`config.mk`:
```
export PLATFORM = sky130hd
export DESIGN_NAME = ccp_ctrl_pop_stage
export DESIGN_NICKNAME = d
export VERILOG_FILES = /design/src/rtl/ccp_q_pkg.sv /design/src/rtl/ccp_skid_buf2.sv /design/src/rtl/ccp_ctrl_pop_stage.sv
export SDC_FILE = /design/constraint.sdc
export NUM_CORES = 1
export LEC_CHECK = 0
export CAP_MARGIN = 15
export CORE_MARGIN = 2
export CORE_UTILIZATION = 52
export DETAILED_ROUTE_END_ITERATION = 12
export HOLD_SLACK_MARGIN = 0.02
export PLACE_DENSITY = 0.82
export SETUP_SLACK_MARGIN = 0.5
export SLEW_MARGIN = 20
export SYNTH_ARGS = -nofsm -noshare
export SYNTH_HDL_FRONTEND = slang
export SYNTH_SLANG_ARGS = --single-unit
export TNS_END_PERCENT = 5
```
`constraint.sdc`:
```
create_clock -name clk -period 4.66 [get_ports clk]
set_input_delay 1.165 -clock clk [delete_from_list [all_inputs] [get_ports clk]]
set_output_delay 1.165 -clock clk [all_outputs]
set_load 0.01 [all_outputs]
```
`src/rtl/ccp_q_pkg.sv`:
```
// Shared types and sizing for the CCP cache->ctrl queue consumer.
package ccp_q_pkg;

   localparam int unsigned CCP_MEM_W = 4;
   localparam int unsigned STG_DEPTH = 2;
   localparam int unsigned STG_CNT_W = $clog2(STG_DEPTH + 1);

   typedef logic [CCP_MEM_W-1:0] ccp_q_entry_t;

   // Staging buffer occupancy; encoding equals the entry count.
   typedef enum logic [STG_CNT_W-1:0] {
      STG_EMPTY = 2'd0,
      STG_ONE   = 2'd1,
      STG_TWO   = 2'd2
   } ccp_stg_state_t;

   // Occupancy count carried by a staging state.
   function automatic logic [STG_CNT_W-1:0] stg_cnt(input ccp_stg_state_t s);
      return STG_CNT_W'(s);
   endfunction

endpackage

```
`src/rtl/ccp_skid_buf2.sv`:
```
// Two-entry FIFO staging buffer; head is combinational from registers.
module ccp_skid_buf2
   import ccp_q_pkg::*;
#(
   parameter int unsigned W = CCP_MEM_W
) (
   input  logic                 clk,
   input  logic                 reset,
   input  logic                 wr,
   input  logic                 rd,
   input  logic                 clr,
   input  logic [W-1:0]         wr_data,
   output logic [W-1:0]         head,
   output logic [STG_CNT_W-1:0] cnt
);

   logic [W-1:0]   mem_q [STG_DEPTH];
   logic           rd_ptr_q;
   logic           wr_ptr_q;
   ccp_stg_state_t state_q;
   ccp_stg_state_t state_d;

   // Occupancy state register.
   always_ff @(posedge clk) begin
      if (reset) state_q <= STG_EMPTY;
      else       state_q <= state_d;
   end

   // Occupancy next state: write grows, read shrinks, both keeps, clear empties.
   always_comb begin
      state_d = state_q;
      case (state_q)
         STG_EMPTY: if (wr)        state_d = STG_ONE;
         STG_ONE: begin
            if (wr && !rd)         state_d = STG_TWO;
            else if (rd && !wr)    state_d = STG_EMPTY;
         end
         STG_TWO:   if (rd && !wr) state_d = STG_ONE;
         default:                  state_d = STG_EMPTY;
      endcase
      if (clr) state_d = STG_EMPTY;
   end

   // Read/write pointers; a full buffer has both pointers equal.
   always_ff @(posedge clk) begin
      if (reset || clr) begin
         rd_ptr_q <= 1'b0;
         wr_ptr_q <= 1'b0;
      end else begin
         if (wr) wr_ptr_q <= ~wr_ptr_q;
         if (rd) rd_ptr_q <= ~rd_ptr_q;
      end
   end

   // Entry storage; when full a write lands in the slot being read out this cycle.
   always_ff @(posedge clk) begin
      if (reset) begin
         for (int i = 0; i < int'(STG_DEPTH); i++) mem_q[i] <= '0;
      end else if (wr && !clr) begin
         mem_q[wr_ptr_q] <= wr_data;
      end
   end

   assign head = mem_q[rd_ptr_q];
   assign cnt  = stg_cnt(state_q);

endmodule

```
`src/rtl/ccp_ctrl_pop_stage.sv`:
```
// Pops the cache->ctrl queue, stages two entries and forwards them to ctrl under credits.
module ccp_ctrl_pop_stage
   import ccp_q_pkg::*;
#(
   parameter int unsigned MEM_W   = CCP_MEM_W,
   parameter int unsigned CREDITS = 4,
   parameter int unsigned SEQ_W   = 4,
   localparam int unsigned CRD_W  = $clog2(CREDITS + 1)
) (
   input  logic             clk,
   input  logic             reset,
   input  logic             q_empty,
   input  logic             q_push_any,
   input  logic [MEM_W-1:0] q_data,
   output logic             q_pop,
   output logic             q_sample,
   input  logic             flush,
   output logic             out_valid,
   output logic [MEM_W-1:0] out_data,
   output logic [SEQ_W-1:0] out_seq,
   input  logic             crd_rtn,
   output logic [CRD_W-1:0] credits,
   output logic             err_crd_ovf
);

   logic                 q_avail;
   logic                 send;
   logic                 pop;
   logic [STG_CNT_W-1:0] stg_cnt_w;
   logic [MEM_W-1:0]     stg_head;
   logic [CRD_W-1:0]     credits_q;
   logic [SEQ_W-1:0]     seq_q;
   logic                 err_q;
   logic                 crd_full;

   // Pop/send decision; nothing moves while reset is asserted or during a flush.
   always_comb begin
      q_avail  = !q_empty || q_push_any;
      send     = (stg_cnt_w != '0) && (credits_q != '0) && !flush && !reset;
      pop      = q_avail && !flush && !reset &&
                 ((stg_cnt_w != stg_cnt(STG_TWO)) || send);
      crd_full = (credits_q == CRD_W'(CREDITS));
   end

   ccp_skid_buf2 #(
      .W (MEM_W)
   ) u_stg (
      .clk     (clk),
      .reset   (reset),
      .wr      (pop),
      .rd      (send),
      .clr     (flush),
      .wr_data (q_data),
      .head    (stg_head),
      .cnt     (stg_cnt_w)
   );

   // Credit counter with saturating overflow detection.
   always_ff @(posedge clk) begin
      if (reset) begin
         credits_q <= CRD_W'(CREDITS);
         err_q     <= 1'b0;
      end else begin
         if (send && !crd_rtn)                    credits_q <= credits_q - CRD_W'(1);
         else if (crd_rtn && !send && !crd_full)  credits_q <= credits_q + CRD_W'(1);
         if (crd_rtn && crd_full)                 err_q     <= 1'b1;
      end
   end

   // Sequence tag advances once per entry sent.
   always_ff @(posedge clk) begin
      if (reset)     seq_q <= '0;
      else if (send) seq_q <= seq_q + SEQ_W'(1);
   end

   assign q_pop       = pop;
   assign q_sample    = pop;
   assign out_valid   = send;
   assign out_data    = send ? stg_head : '0;
   assign out_seq     = seq_q;
   assign credits     = credits_q;
   assign err_crd_ovf = err_q;

endmodule

```
# Word level (Yosys, flattened, before mapping)

Memories as Yosys holds them, arrays and structs flattened. A register that Yosys moved wholly into a read port is not among the register bits.
Index checks and enable logic that the tools add are counted.

Register bits after elaboration: 12
Memories kept: 1
Word-level logic and storage cells: 67
Bits of input ports: 10
Memory bits (writable): 8

Memories:

| memory      | words | bits a word | rd ports | clocked after memory_dff | write ports | line                | text |
|---|---|---|---|---|---|---|---|
| u_stg.mem_q | 2     | 4           | 1        | 1                        | 2           | ccp_skid_buf2.sv:17 | `logic [W-1:0] mem_q [STG_DEPTH];` |

Mux-type cells: 18
Reductions and logical operators: 30
Bitwise gates (word level): 2
$add $sub $neg: 3
Equality and inequality tests: 7

Operators by type and width:

| operator            | count |
|---|---|
| $logic_and 1x1->1   | 13 |
| $mux 1              | 9 |
| $mux 2              | 4 |
| $mux 4              | 2 |
| $logic_not 1->1     | 7 |
| $mux 3              | 2 |
| $pmux 2 s3          | 1 |
| $add 4x1->4 const B | 1 |
| $ne 2x1->1 const B  | 2 |
| $reduce_bool 2->1   | 2 |
| $reduce_or 4->1     | 1 |
| $add 3x1->3 const B | 1 |
| $eq 3x3->1 const B  | 1 |
| $logic_or 1x1->1    | 3 |
| $ne 3x1->1 const B  | 1 |
| $reduce_and 3->1    | 1 |
| $reduce_bool 3->1   | 1 |
| $sub 3x1->3 const B | 1 |
| $eq 2x1->1 const B  | 1 |
| $eq 2x2->1 const B  | 1 |
| $logic_not 2->1     | 1 |
| $ne 2x2->1 const B  | 1 |
| $not 1->1           | 2 |
| $reduce_or 2->1     | 1 |

# Logic depth before layout (Yosys ltp)

Depth after elaboration: 12
Depth in mapped cells: 7
Mapped depth without buffers: 7

# Cells and area by module

A second synthesis with hierarchy kept.

Cells, all modules: 111
Area, all modules: 1166.1 um2

By module, submodules not included:

| module             | times used | area an instance (um2) | seq. area each (um2) | cells an instance |
|---|---|---|---|---|
| ccp_skid_buf2      | 1          | 624.3                  | 340.3                | 47 |
| ccp_ctrl_pop_stage | 1          | 541.8                  | 160.2                | 64 |

# Least setup slack after synthesis

OpenSTA, ideal clock, no wires.

Kind: input to output
Start point: in flush
End point: out out_data[0]
Data required time: 3495 ps
Path buffers: 1
Stages on the path: 4
Data arrival time: 2112 ps
Path slack: 1383 ps
Cells stage by stage: or2_1 -> or3_4 -> buf_6 -> nor2_1

Cells in the longest elaborated chain, start to end: 4

RTL lines:

| item                           | line                     | text |
|---|---|---|
| start: declaration             | ccp_ctrl_pop_stage.sv:17 | `input logic flush,` |
| $logic_not 1->1                | ccp_ctrl_pop_stage.sv:39 | `send = (stg_cnt_w != '0) && (credits_q != '0) && !flush && !reset;` |
| $logic_and 1x1->1 (2 in a row) | ccp_ctrl_pop_stage.sv:39 |  |
| $mux 4                         | ccp_ctrl_pop_stage.sv:79 | `assign out_data = send ? stg_head : '0;` |
| end: declaration               | ccp_ctrl_pop_stage.sv:19 | `output logic [MEM_W-1:0] out_data,` |

No other way between the ends.

# Worst setup path in the final report

Start point: in reset
End point: out q_sample

Cells in the longest elaborated chain, start to end: 4

RTL lines:

| item                | line                                               | text |
|---|---|---|
| start: declaration  | ccp_ctrl_pop_stage.sv:11                           | `input logic reset,` |
| $logic_not 1->1 *   | ccp_ctrl_pop_stage.sv:39, ccp_ctrl_pop_stage.sv:40 |  |
| $logic_and 1x1->1   | ccp_ctrl_pop_stage.sv:39                           |  |
| $logic_or 1x1->1    | ccp_ctrl_pop_stage.sv:41                           | `((stg_cnt_w != stg_cnt(STG_TWO)) \|\| send);` |
| $logic_and 1x1->1 * | ccp_ctrl_pop_stage.sv:40                           | `pop = q_avail && !flush && !reset &&` |
| end: declaration    | ccp_ctrl_pop_stage.sv:16                           | `output logic q_sample,` |

Every way passes the cells marked *; elsewhere a longest branch is shown, timed or not.

==> impl_results.md <==
- XOR/XNOR Fraction of Synth Area: 3.215%
- Hold Fails Final Rpt: 0
- Crit path arrival time: between 2000 and 3000 ps
- First-pass GRT wire length: around 3400 um
- Met2 usage in global routing: 32.22%
- Critical path fanouts, max: 12
- Slowest cell on crit path: clkdlybuf4s50_1
- Clock sink count: 21
- Via count: 859
- Top Usage Layer GRT: met2
- Max-slew headroom: 68.38%
- Pleak: 0.4658 nW
- Number of CTS-inserted buffers: 3
- WP data required: 3490 ps
- Slew Viols, Final: 0
- Cell mode on critical path: clkdlybuf4s50_1
- DR vias/cell: 5.270
- Routed WL per cell: 12.90 um
- Synth Area in Simple Gates: 26.29%
- Clock Tree Root: clkbuf_4
- GRT Util Overall: 18.04%
- RSZ-0062 raised after global routing: true
- Hold Crit Class: flop to flop
- Drt first pass iters: 5
- Cell Area, Synth: 1090 um2
- Worst setup EP type: primary output
- Hold_buf cts: 0
- Clk Latency, worst-skew pair: ~310 ps
- Max-Cap Viols: 0
- Postcts setup bufs: 0
- Min Tclk post-route: about 4000 ps
- GR Util met3: 3.333%
- Pin count of the biggest net entering global routing: 14
- Setup CP Type: primary input to primary output
- Met1 Usage GRT: 20.62%
- Post-synthesis async set-or-reset flop share: 0%
- Reg-to-reg slack, setup: 2200 ps
- Layout Nets: ~150
- Cells along the critical path: clkdlybuf4s50_1 > or2_1 > buf_4 > a311o_1 > inv_1 > clkdlybuf4s50_1
- Crit start category: primary input
- #FFs+latches synth: 21
- Post-synthesis sequential area ratio: roughly 46%
- Initial Util: 55.55%
- Number of global-route vias before repair: 795
- Status: completed
- Rows: 16
- Port Buffers: 24
- Final setup violating endpoints: 0
- Filler cell count in the final layout: 167
- Multiplexer share of the synthesized area: 5.741%
- GPL Wtd Cong: approximately 0.76
- Peak VDD IR: 0.0001400 V
- Die width: 49.78 um
- YS warnings: 0
- Clock slew at reported path FFs: about 120 ps
- DRC viols: 0
- Post-route ant nets: 0
- Worst Max-Slew Pin Slew: 470.0 ps
- Initial antenna violation count: 0
- Die ar.: 2478 um2
- Die Y: approximately 50 um
- Final WL: ~2100 um
- Clock skew: 7.024 ps
- H-Tree Depth: 1
- Final period util: 87.77%
- Fmax: 244.5 MHz
- Slowest stage delay, CP: 530 ps
- Ys flop type: dfxtp_1
- Synth Area per Inst: 9.730 um2
- Main combinational cell family by area after synthesis: simple AND/OR/NAND/NOR gates
- Area growth syn-to-layout: 26.06%
- Num ports: 25
- CTS Buffer Depth: 2
- Cells after Synth: 112
- EDFF count, synth: 8
- Compound-gate portion of the synthesized area: 10.33%
- Post-Synth Adder-Cell Area: 2.985%
- TNS Setup: 0 ps
- Commonest non-fill, non-tap cell in the layout: clkdlybuf4s50_1
- Most frequent cells in the layout: clkdlybuf4s50_1 (24), nor2_1 (18), dfxtp_1 (13)
- Dpl hpwl: 1556 um
- Minimum hold slack: 484.2 ps
- Count of cell types in the netlist: 41
- Share of layout cells above drive strength 1: about a tenth
- DRT iter0 DRCs: 13
- Diodes inserted: 0
- Remaining Overflow, GRT: 0
- Syn Nets: 124
- CTS tree: built
- Core ar.: 1962 um2
- P per Cell Area: 238.1 nW/um2
area by class of cell:
| class | count | area, um2 | area share, % |
|---|---|---|---|
| multi-input combinational | 78 | 529.3 | 38.52 |
| clock buffer | 4 | 26.28 | 1.913 |
| sequential | 21 | 500.5 | 36.43 |
| tap | 27 | 33.78 | 2.459 |
| timing repair buffer | 26 | 255.2 | 18.58 |
| inverter | 7 | 28.78 | 2.095 |
report_power, final:
part           leakage (nW)  internal, mW  switching (mW)  total (mW)
sequential            0.189         0.197         0.00366       0.200
combinational         0.262        0.0203          0.0168      0.0371
clock                0.0150        0.0335          0.0563      0.0898
total                 0.466         0.250          0.0768       0.327
synth_stat cells (2+ instances only):
| library cell | count | area (um2) |
|---|---|---|
| nor3b_1 | 2 | 15.01 |
| dfxtp_1 | 13 | 260.3 |
| mux2_2 | 2 | 22.52 |
| xnor2_1 | 4 | 35.03 |
| nand2_1 | 3 | 11.26 |
| or3_1 | 3 | 18.77 |
| clkbuf_1 | 3 | 11.26 |
| nand3_1 | 2 | 10.01 |
| or2_2 | 2 | 12.51 |
| a31oi_1 | 2 | 12.51 |
| and2_1 | 8 | 50.05 |
| edfxtp_1 | 8 | 240.2 |
| o21ai_0 | 2 | 10.01 |
| nor4b_1 | 3 | 26.28 |
| nor2_1 | 18 | 67.56 |
| a21oi_1 | 4 | 20.02 |
| inv_1 | 6 | 22.52 |
| mux2i_1 | 4 | 40.04 |
logic make-up after synthesis:
logic type	after synthesis
flip-flops	21
AO/OA/AOI/OAI	16
XOR/XNOR	4
adder cells (fa/ha/maj)	2
AND/OR/NAND/NOR	50
multiplexers	6
buffers and inverters	13
worst paths after layout:
check / from / depth (start not counted) / to
setup / recovery: reset / 6 / q_sample
hold reg to reg: err_crd_ovf$_SDFFE_PP0P_ / 2 / err_crd_ovf$_SDFFE_PP0P_
hold / removal: err_crd_ovf$_SDFFE_PP0P_ / 2 / err_crd_ovf$_SDFFE_PP0P_
setup reg to reg: credits[1]$_SDFFE_PP0P_ / 7 / credits[2]$_SDFFE_PP1P_
repair_timing:
action                                  CTS  global route
hold endpoints to repair                  0             0
resized for setup                         0             1
endpoints found under the setup margin    0             3
registers in the layout, indices dropped and copies added, names as in the netlist, named ones only:
signal	flops
credits	3
err_crd_ovf	1
out_seq	4
u_stg.cnt	2
u_stg.mem_q	8
u_stg.rd_ptr_q	1
u_stg.wr_ptr_q	1
through the flow:
step | instances | area (um2) | total power, mW | utilization, % | setup WS (ps)
2_1_floorplan | 112 | 1090 | 0.2239 | - | 1383
3_3_place_gp | 159 | 1345 | 0.2397 | 68.56 | 538.4
3_5_place_dp | 159 | 1345 | 0.2413 | 68.56 | 533.5
4_1_cts | 163 | 1371 | 0.3285 | 69.90 | 523.2
5_1_grt | 163 | 1374 | 0.3353 | 70.03 | 494.9
6_report | 163 | 1374 | 0.3271 | 70.03 | 570.1
worst max-delay path, delay by kind of cell:
kind | cells | cell delay [ps]
AND/OR/NAND/NOR | 1 | 220
buffers and inverters | 4 | 1210
AO/OA/AOI/OAI | 1 | 330
metal layers:
layer	wire length (um)	up-vias	share of wire (%)
met5	0	-	0
met2	1044	31	50
met4	44	0	2.1
met1	891	386	42
met3	121	6	5.8
li1	-	436	-
Power figures use the tool's default switching activity.
